--- config.mk ---
export PLATFORM = sky130hd
export DESIGN_NAME = writeback_unit
export DESIGN_NICKNAME = d
export VERILOG_FILES = /design/src/rtl/writeback_unit_pkg.sv /design/src/rtl/wb_fifo.sv /design/src/rtl/writeback_unit.sv
export SDC_FILE = /design/constraint.sdc
export NUM_CORES = 1
export LEC_CHECK = 0
export ABC_AREA = 0
export CORE_MARGIN = 4
export CORE_UTILIZATION = 23
export CTS_CLUSTER_SIZE = 30
export DETAILED_ROUTE_END_ITERATION = 7
export PLACE_DENSITY = 0.47
export SYNTH_ARGS = -nofsm -noshare
export SYNTH_HDL_FRONTEND = slang
export SYNTH_SLANG_ARGS = --single-unit
--- constraint.sdc ---
create_clock -name clk -period 2.9 [get_ports clk]
set_input_delay 0.29 -clock clk [delete_from_list [all_inputs] [get_ports clk]]
set_output_delay 0.29 -clock clk [all_outputs]
set_load 0.05 [all_outputs]
--- src/rtl/writeback_unit_pkg.sv ---
// writeback_unit_pkg: shared widths and the load-result record for the writeback unit
// Contents: WB_DATA_W / WB_ADDR_W default widths, wb_entry_t {rd, data}.
package writeback_unit_pkg;
    localparam int WB_DATA_W = 32;
    localparam int WB_ADDR_W = 5;
    typedef struct packed {
        logic [WB_ADDR_W-1:0] rd;
        logic [WB_DATA_W-1:0] data;
    } wb_entry_t;
endpackage

--- src/rtl/wb_fifo.sv ---
// wb_fifo: synchronous FIFO buffering load results ahead of the register-file write port
// Ports: clk, rst (sync, active-high); push/din write side; pop/dout read side (dout = head);
//        full, empty and count reflect registered occupancy only.
module wb_fifo
    import writeback_unit_pkg::*;
#(
    parameter int DEPTH = 2,
    parameter type T = wb_entry_t,
    parameter int CW = $clog2(DEPTH) + 1
) (
    input  logic          clk,
    input  logic          rst,
    input  logic          push,
    input  T              din,
    input  logic          pop,
    output T              dout,
    output logic          full,
    output logic          empty,
    output logic [CW-1:0] count
);
    localparam int AW = $clog2(DEPTH);
    T mem [DEPTH];
    logic [AW-1:0] wp, rp;
    logic do_push, do_pop;
    assign full    = count == CW'(DEPTH);
    assign empty   = count == '0;
    assign do_push = push && !full;
    assign do_pop  = pop && !empty;
    assign dout    = mem[rp];
    // DEPTH is a power of two, so pointers wrap by natural overflow
    always_ff @(posedge clk) begin
        if (rst) begin
            wp    <= '0;
            rp    <= '0;
            count <= '0;
        end else begin
            if (do_push) wp <= wp + 1'b1;
            if (do_pop) rp <= rp + 1'b1;
            count <= count + CW'(do_push) - CW'(do_pop);
        end
    end
    always_ff @(posedge clk)
        if (do_push) mem[wp] <= din;
endmodule

--- src/rtl/writeback_unit.sv ---
// writeback_unit: arbitrates ALU results and buffered load results onto one register-file write port
// Ports: clk, rst (sync, active-high); alu_valid/alu_rd/alu_data (always accepted);
//        mem_valid/mem_ready/mem_rd/mem_data (load results, handshake); issue_valid/issue_rd
//        (load issue); pending (outstanding-load bitmap); reg_write/rd/write_data (registered write).
module writeback_unit
    import writeback_unit_pkg::*;
#(
    parameter int DATA_W     = WB_DATA_W,
    parameter int ADDR_W     = WB_ADDR_W,
    parameter int FIFO_DEPTH = 2
) (
    input  logic                 clk,
    input  logic                 rst,
    input  logic                 alu_valid,
    input  logic [ADDR_W-1:0]    alu_rd,
    input  logic [DATA_W-1:0]    alu_data,
    input  logic                 mem_valid,
    output logic                 mem_ready,
    input  logic [ADDR_W-1:0]    mem_rd,
    input  logic [DATA_W-1:0]    mem_data,
    input  logic                 issue_valid,
    input  logic [ADDR_W-1:0]    issue_rd,
    output logic [2**ADDR_W-1:0] pending,
    output logic                 reg_write,
    output logic [ADDR_W-1:0]    rd,
    output logic [DATA_W-1:0]    write_data
);
    typedef struct packed {
        logic [ADDR_W-1:0] rd;
        logic [DATA_W-1:0] data;
    } entry_t;
    entry_t head;
    logic full, empty, alu_win, pop, head_live;
    logic [$clog2(FIFO_DEPTH):0] count_unused;
    logic [2**ADDR_W-1:0] pending_next;
    wb_fifo #(.DEPTH(FIFO_DEPTH), .T(entry_t)) u_fifo (
        .clk(clk),
        .rst(rst),
        .push(mem_valid && mem_ready),
        .din('{rd: mem_rd, data: mem_data}),
        .pop(pop),
        .dout(head),
        .full(full),
        .empty(empty),
        .count(count_unused)
    );
    assign mem_ready = !full;
    assign alu_win   = alu_valid && alu_rd != '0;
    assign pop       = !alu_win && !empty;
    assign head_live = pop && head.rd != '0;
    // a set from a new issue overrides a clear from a pop of the same register
    always_comb begin
        pending_next = pending;
        if (head_live) pending_next[head.rd] = 1'b0;
        if (issue_valid && issue_rd != '0) pending_next[issue_rd] = 1'b1;
    end
    // rd/write_data only move on a real write; dropped x0 traffic leaves them held
    always_ff @(posedge clk) begin
        if (rst) begin
            pending    <= '0;
            reg_write  <= 1'b0;
            rd         <= '0;
            write_data <= '0;
        end else begin
            pending   <= pending_next;
            reg_write <= alu_win || head_live;
            if (alu_win) begin
                rd         <= alu_rd;
                write_data <= alu_data;
            end else if (head_live) begin
                rd         <= head.rd;
                write_data <= head.data;
            end
        end
    end
endmodule

== Yosys cells after proc, flatten, opt, wreduce, memory -nomap -nowiden ==
Memories as Yosys holds them, arrays and structs flattened. A register that Yosys moved wholly into a read port is not among the register bits.
Cells that the tools add are included.

* Register bits after elaboration: 74
* Logic and storage cells: 52
* RAM bits: 74
* Memories: 1
* Output and inout port bits: 71

{| class="wikitable"
|+ Memory list
! memory !! words !! width !! rd ports !! clocked after Yosys merged registers in !! write ports !! RTL line !! text
|-
| u_fifo.mem || 2 || 37 || 1 || 1 || 1 || wb_fifo.sv:22 || <nowiki>T mem [DEPTH];</nowiki>
|}

* Equality and inequality tests: 1
* Muxes and demuxes: 14
* Order comparisons: 4
* Reduce and logical (&&, ||, !) cells: 18
* Bitwise logic cells: 3
* Add/sub/neg operators: 4

{| class="wikitable"
|+ Operator list
! kind !! number
|-
| 32-bit 2-to-1 mux || 4
|-
| 32-bit AND || 1
|-
| 32-bit NOT || 1
|-
| 32-bit OR || 1
|-
| 5-bit nonzero test || 3
|-
| 5-bit by 6-bit < comparator with 1-bit output, second input constant || 2
|-
| 1-bit demux with 5-bit select || 2
|-
| 5-bit by 1-bit greater-or-equal comparator with 1-bit output, second input constant || 2
|-
| 5-bit 2-to-1 mux || 2
|-
| 1-bit logical AND || 9
|-
| 1-bit 2-to-1 mux || 6
|-
| 1-bit zero test || 3
|-
| 1-bit adder, second input constant || 2
|-
| 2-bit by 1-bit adder with 2-bit output || 1
|-
| 2-bit equality test, second input constant || 1
|-
| 2-bit zero test || 1
|-
| 2-bit nonzero test || 1
|-
| 2-bit by 1-bit subtractor with 2-bit output || 1
|-
| 1-bit logical OR || 1
|}

== Depth between registers and ports, before layout ==
* Depth after elaboration: 9
* Mapped depth: 11
* Mapped depth without buffers: 9

== Modules after synthesis ==
A second synthesis with hierarchy kept.

* Cell total of the unflattened synthesis: 506
* Area total of the unflattened synthesis: 5,943.2 µm²

{| class="wikitable"
|+ Modules (own cells, without submodules)
! module !! instances !! sequential area each (µm²) !! area an instance (µm²) !! cells an instance
|-
| writeback_unit || 1 || 1,401.3 || 3,042.9 || 364
|-
| wb_fifo || 1 || 2,322.2 || 2,900.3 || 142
|}

== Least setup slack after synthesis ==
Ideal clock, no wire load.

* Kind: flip-flop to flip-flop
* From: register u_fifo.count[0]
* To: memory u_fifo.mem[0][0] (netlist name), enable pin
* Arrival: 2,573 ps
* Clock period less this slack: 3,004 ps
* Setup time: 431 ps
* Path buffers: 0
* Stages on the path, launching flop included: 4
* Setup slack: -104 ps
* Cells stage by stage: dfxtp_1 > nand2b_1 > nand2_1 > nor2_1

* Word-level cells in the longest chain between the ends: 6

{| class="wikitable"
|+ Ends and longest elaborated chain
! what !! RTL line !! text
|-
| start, declared || wb_fifo.sv:19 || <nowiki>output logic [CW-1:0] count</nowiki>
|-
| start signal, assigned || wb_fifo.sv:39 || <nowiki>count <= count + CW'(do_push) - CW'(do_pop);</nowiki>
|-
| 2-bit equality test * || wb_fifo.sv:25 || <nowiki>assign full = count == CW'(DEPTH);</nowiki>
|-
| 1-bit zero test * || writeback_unit.sv:47 || <nowiki>assign mem_ready = !full;</nowiki>
|-
| net mem_ready || writeback_unit.sv:18 || <nowiki>output logic mem_ready,</nowiki>
|-
| 1-bit logical AND || writeback_unit.sv:39 || <nowiki>.push(mem_valid && mem_ready),</nowiki>
|-
| 1-bit logical AND * || wb_fifo.sv:27 || <nowiki>assign do_push = push && !full;</nowiki>
|-
| 1-bit 2-to-1 mux * || wb_fifo.sv:43 || <nowiki>if (do_push) mem[wp] <= din;</nowiki>
|-
| 1-bit 2-to-1 mux (not written as such) * || wb_fifo.sv:43 ||
|-
| end, declared || wb_fifo.sv:22 ||
|}

Mark *: on every way through the listed nets, which the timed path passes. The rest lies on a longest branch.

==> results.md <==
* Outcome: completed
* Combinational share of power at 33.0%
* Element type at the critical path end: register
* TritonCTS clock tree: yes
* Worst Path Buf+Inv at 1
* Starting density of the core at 23.6%
* Crit path kind: reg2reg
* Dpl hpwl at approximately 13000 um
* Worst-path maximum fanout at 69
* Final min period at 2380 ps
* Setup WS post-layout at around 520 ps
* Antenna violations before repair at 2
* Pin count of the biggest net entering global routing at 70
* Number of distinct library cells after synthesis at between 40 and 50
* Multi-input logic area at between 2000 and 2500 sq um
* Worst-skew pair later-pin latency at 410 ps
* Root Driver: clkbuf_16
* EDFF count, synth at 74
* IO Count at between 150 and 200
* Worst-path cell chain: nor4b_1 -> o22ai_4 -> buf_12 -> a21o_1 -> a32o_1
* Syn_area_per_cell at 11.9 sq um
* Share of cells above drive strength 1 at 8.08%
* Starting DRC count in detailed routing at roughly 410
* Seq pwr share at 38.0%
* F_max at roughly 420 MHz
* Site row count at 59
* Final #Nets at around 750
* Total track usage at 12.6%
* Die width at 172 um
* # Max-Cap Violations at 0
* Final setup vio count at 0
* Sink Count at between 100 and 150
* Slew Viols, Final at 0
* DRC at 0
* Max H-tree Level at 4
* Clock tree buffer depth at 2
* Die area at between 20000 and 30000 sq um
* IO buf count at ~150
* # hold bufs at CTS at 0
* PD cells at 827 nW/um^2
* Reg clk slew, reported paths at about 60 ps
* Avg WL per Cell at 18.5 um
* First-pass GRT wire length at slightly below 30000 um
* Worst Hold Class: in2reg
* Total Neg Setup Slack at 0 ps
* Clock Power Share at ~29%
* Period utilization at 82.1%
* Int Power at 0.00472 W
* Top_reg_cell synth: dfxtp_1
* Via count at around 5000
* Crit start category: register
* Async set-reset flop share out of synthesis at 0%
* Leak at between 3 and 4 nW
* Total routed wirelength at 18800 um
* Core Area at about 26000 sq um
* #FFs+latches synth at 149
* Slew HR at between 30% and 40%
* FILL cells at 2631
* Crit path largest cell delay at approximately 730 ps
* Vias in the first global route at 5173
* Slowest-stage cell, CP: nor4b_1
* Max VDD drop at around 0.37 mV
* Synth Instances at 522
* Top Family by Delay on Critical Path: simple AND/OR/NAND/NOR gates
* Post-CTS setup-driven buffer insertion count at 0
* Synthesized net count at 608
* Routed Antenna Nets at 0
* RSZ-0062 raised after global routing: false
* Clk_skew at 7.07 ps
* Number of CTS-inserted buffers at 17
* NetSw at around 0.0025 W
* Place WS at slightly below 300 ps
* Worst-Margin Slew at 953 ps
* Number of vias per cell at roughly 4.8
* Global route overflow at 0
* CP Data Arrival Time at approximately 2700 ps
* DR pass1 iterations at 5
* Switch share at ~35%
* Storage element area at roughly 3700 sq um
* Post_cts resized at 0
* Final core occ at between 30 and 40%
* GPL Wtd Cong at slightly below 0.8
* Ys Warns at 0
* Final Hold Vio Count at 0
* Area grow syn2layout at 40.5%
* DIE HEIGHT at roughly 170 um
* Sequential share of the synthesized area at 60.0%
* Synthesized area at just over 6000 sq um
* WP data required at around 3200 ps
## final timing paths
check	startpoint	end	slack, ps	depth (start not counted)
hold / removal	mem_data[26]	u_fifo.mem[1][26]$_DFFE_PP_	460	1
hold reg to reg	pending[26]$_SDFF_PP0_	pending[26]$_SDFF_PP0_	470	2
setup / recovery	register	write_data[17]$_SDFFE_PP0P_	520	5
setup reg to reg	register	write_data[17]$_SDFFE_PP0P_	520	5
## routing by layer
layer | global-route usage, % | vias to the layer above | wire length [um]
met5 | 0 | - | 17
met4 | 3.76 | 2 | 316
met3 | 3.91 | 21 | 1330
met2 | 21.1 | 164 | 8950
met1 | 15.6 | 2385 | 8190
li1 | - | 2323 | -
## flip-flops by register name (all words and copies together), names as in the netlist, named ones only
| register | count |
|---|---|
| u_fifo.wp | 1 |
| rd | 5 |
| pending | 32 |
| u_fifo.rp | 1 |
| reg_write | 1 |
| u_fifo.count | 2 |
| u_fifo.mem | 74 |
| write_data | 32 |
## final cells by class
cell class | instances | share of cell area (%)
Sequential cell | 149 | 42.7
Multi-Input combinational cell | 328 | 26.4
Timing Repair Buffer | 168 | 19.5
Clock buffer | 23 | 5.74
Tap cell | 335 | 4.81
Clock inverter | 9 | 0.703
Inverter | 4 | 0.172
Antenna cell | 1 | 0.0287
## stage by stage
step | instance area [sq um] | instances | hold slack (ps) | total power [W]
3_5_place_dp | 8160 | 984 | 459 | 0.00521
5_1_grt | 8720 | 1017 | 437 | 0.00763
4_1_cts | 8720 | 1016 | 434 | 0.00734
2_1_floorplan | 6210 | 522 | 389 | 0.00435
3_3_place_gp | 8160 | 984 | 447 | 0.00516
6_report | 8720 | 1017 | 458 | 0.00722
## synthesized netlist by cell type (3+ instances only)
| master | n | area share, % |
|---|---|---|
| a32o_1 | 34 | 5.5 |
| dfxtp_1 | 75 | 24 |
| edfxtp_1 | 74 | 36 |
| nor3b_1 | 6 | 0.73 |
| a21o_1 | 33 | 4.0 |
| a211oi_1 | 6 | 0.73 |
| mux2i_1 | 37 | 6.0 |
| nand2b_1 | 4 | 0.40 |
| inv_1 | 4 | 0.24 |
| buf_1 | 5 | 0.30 |
| nor2_1 | 17 | 1.0 |
| nand2_1 | 32 | 1.9 |
| nor3_1 | 4 | 0.32 |
| clkbuf_1 | 22 | 1.3 |
| nor2b_1 | 5 | 0.50 |
| o21bai_1 | 3 | 0.36 |
| nand3_1 | 34 | 2.7 |
| o41ai_1 | 21 | 3.0 |
| buf_2 | 11 | 0.89 |
| and3b_1 | 6 | 0.85 |
| and3_1 | 3 | 0.30 |
| a21oi_1 | 41 | 3.3 |
| a311oi_1 | 6 | 0.85 |
| or2_2 | 4 | 0.40 |
| buf_6 | 3 | 0.54 |
| o21ai_0 | 9 | 0.73 |
## power groups by stage
stage	Sequential [W]	Clock, W	Combinational [W]
4_1_cts	0.00275	0.00217	0.00242
6_report	0.00274	0.00209	0.00238
3_3_place_gp	0.00278	0	0.00238
3_5_place_dp	0.00279	0	0.00241
5_1_grt	0.00278	0.00226	0.00259
2_1_floorplan	0.00321	0	0.00114
## worst register-to-register path, delay by kind of cell, from the launching register on
kind	cells	cell delay (ps)
flops	1	610
simple gates	1	730
compound gates	3	670
buf+inv	1	260
## placed cells by master, fill, tap and decap left out, types with 9 or more instances in the layout
cell type / instances
a21oi_1: 41
clkdlybuf4s50_1: 154
a32o_1: 34
dfxtp_1: 74
nand2_1: 32
clkbuf_16: 19
nor2_1: 16
edfxtp_1: 74
a21o_1: 33
o41ai_1: 21
nand3_1: 34
mux2i_1: 37
buf_4: 10
o21ai_0: 9
## cell families after synthesis
kind of cell / synth area share (%)
AO/OA/AOI/OAI: 19.5
AND/OR/NAND/NOR: 10.2
buffers and inverters: 3.31
adder cells (fa/ha/maj): 0.403
flip-flops: 60.0
XOR/XNOR: 0.423
multiplexers: 6.15
Note: power is estimated with default switching activity, not from simulation.
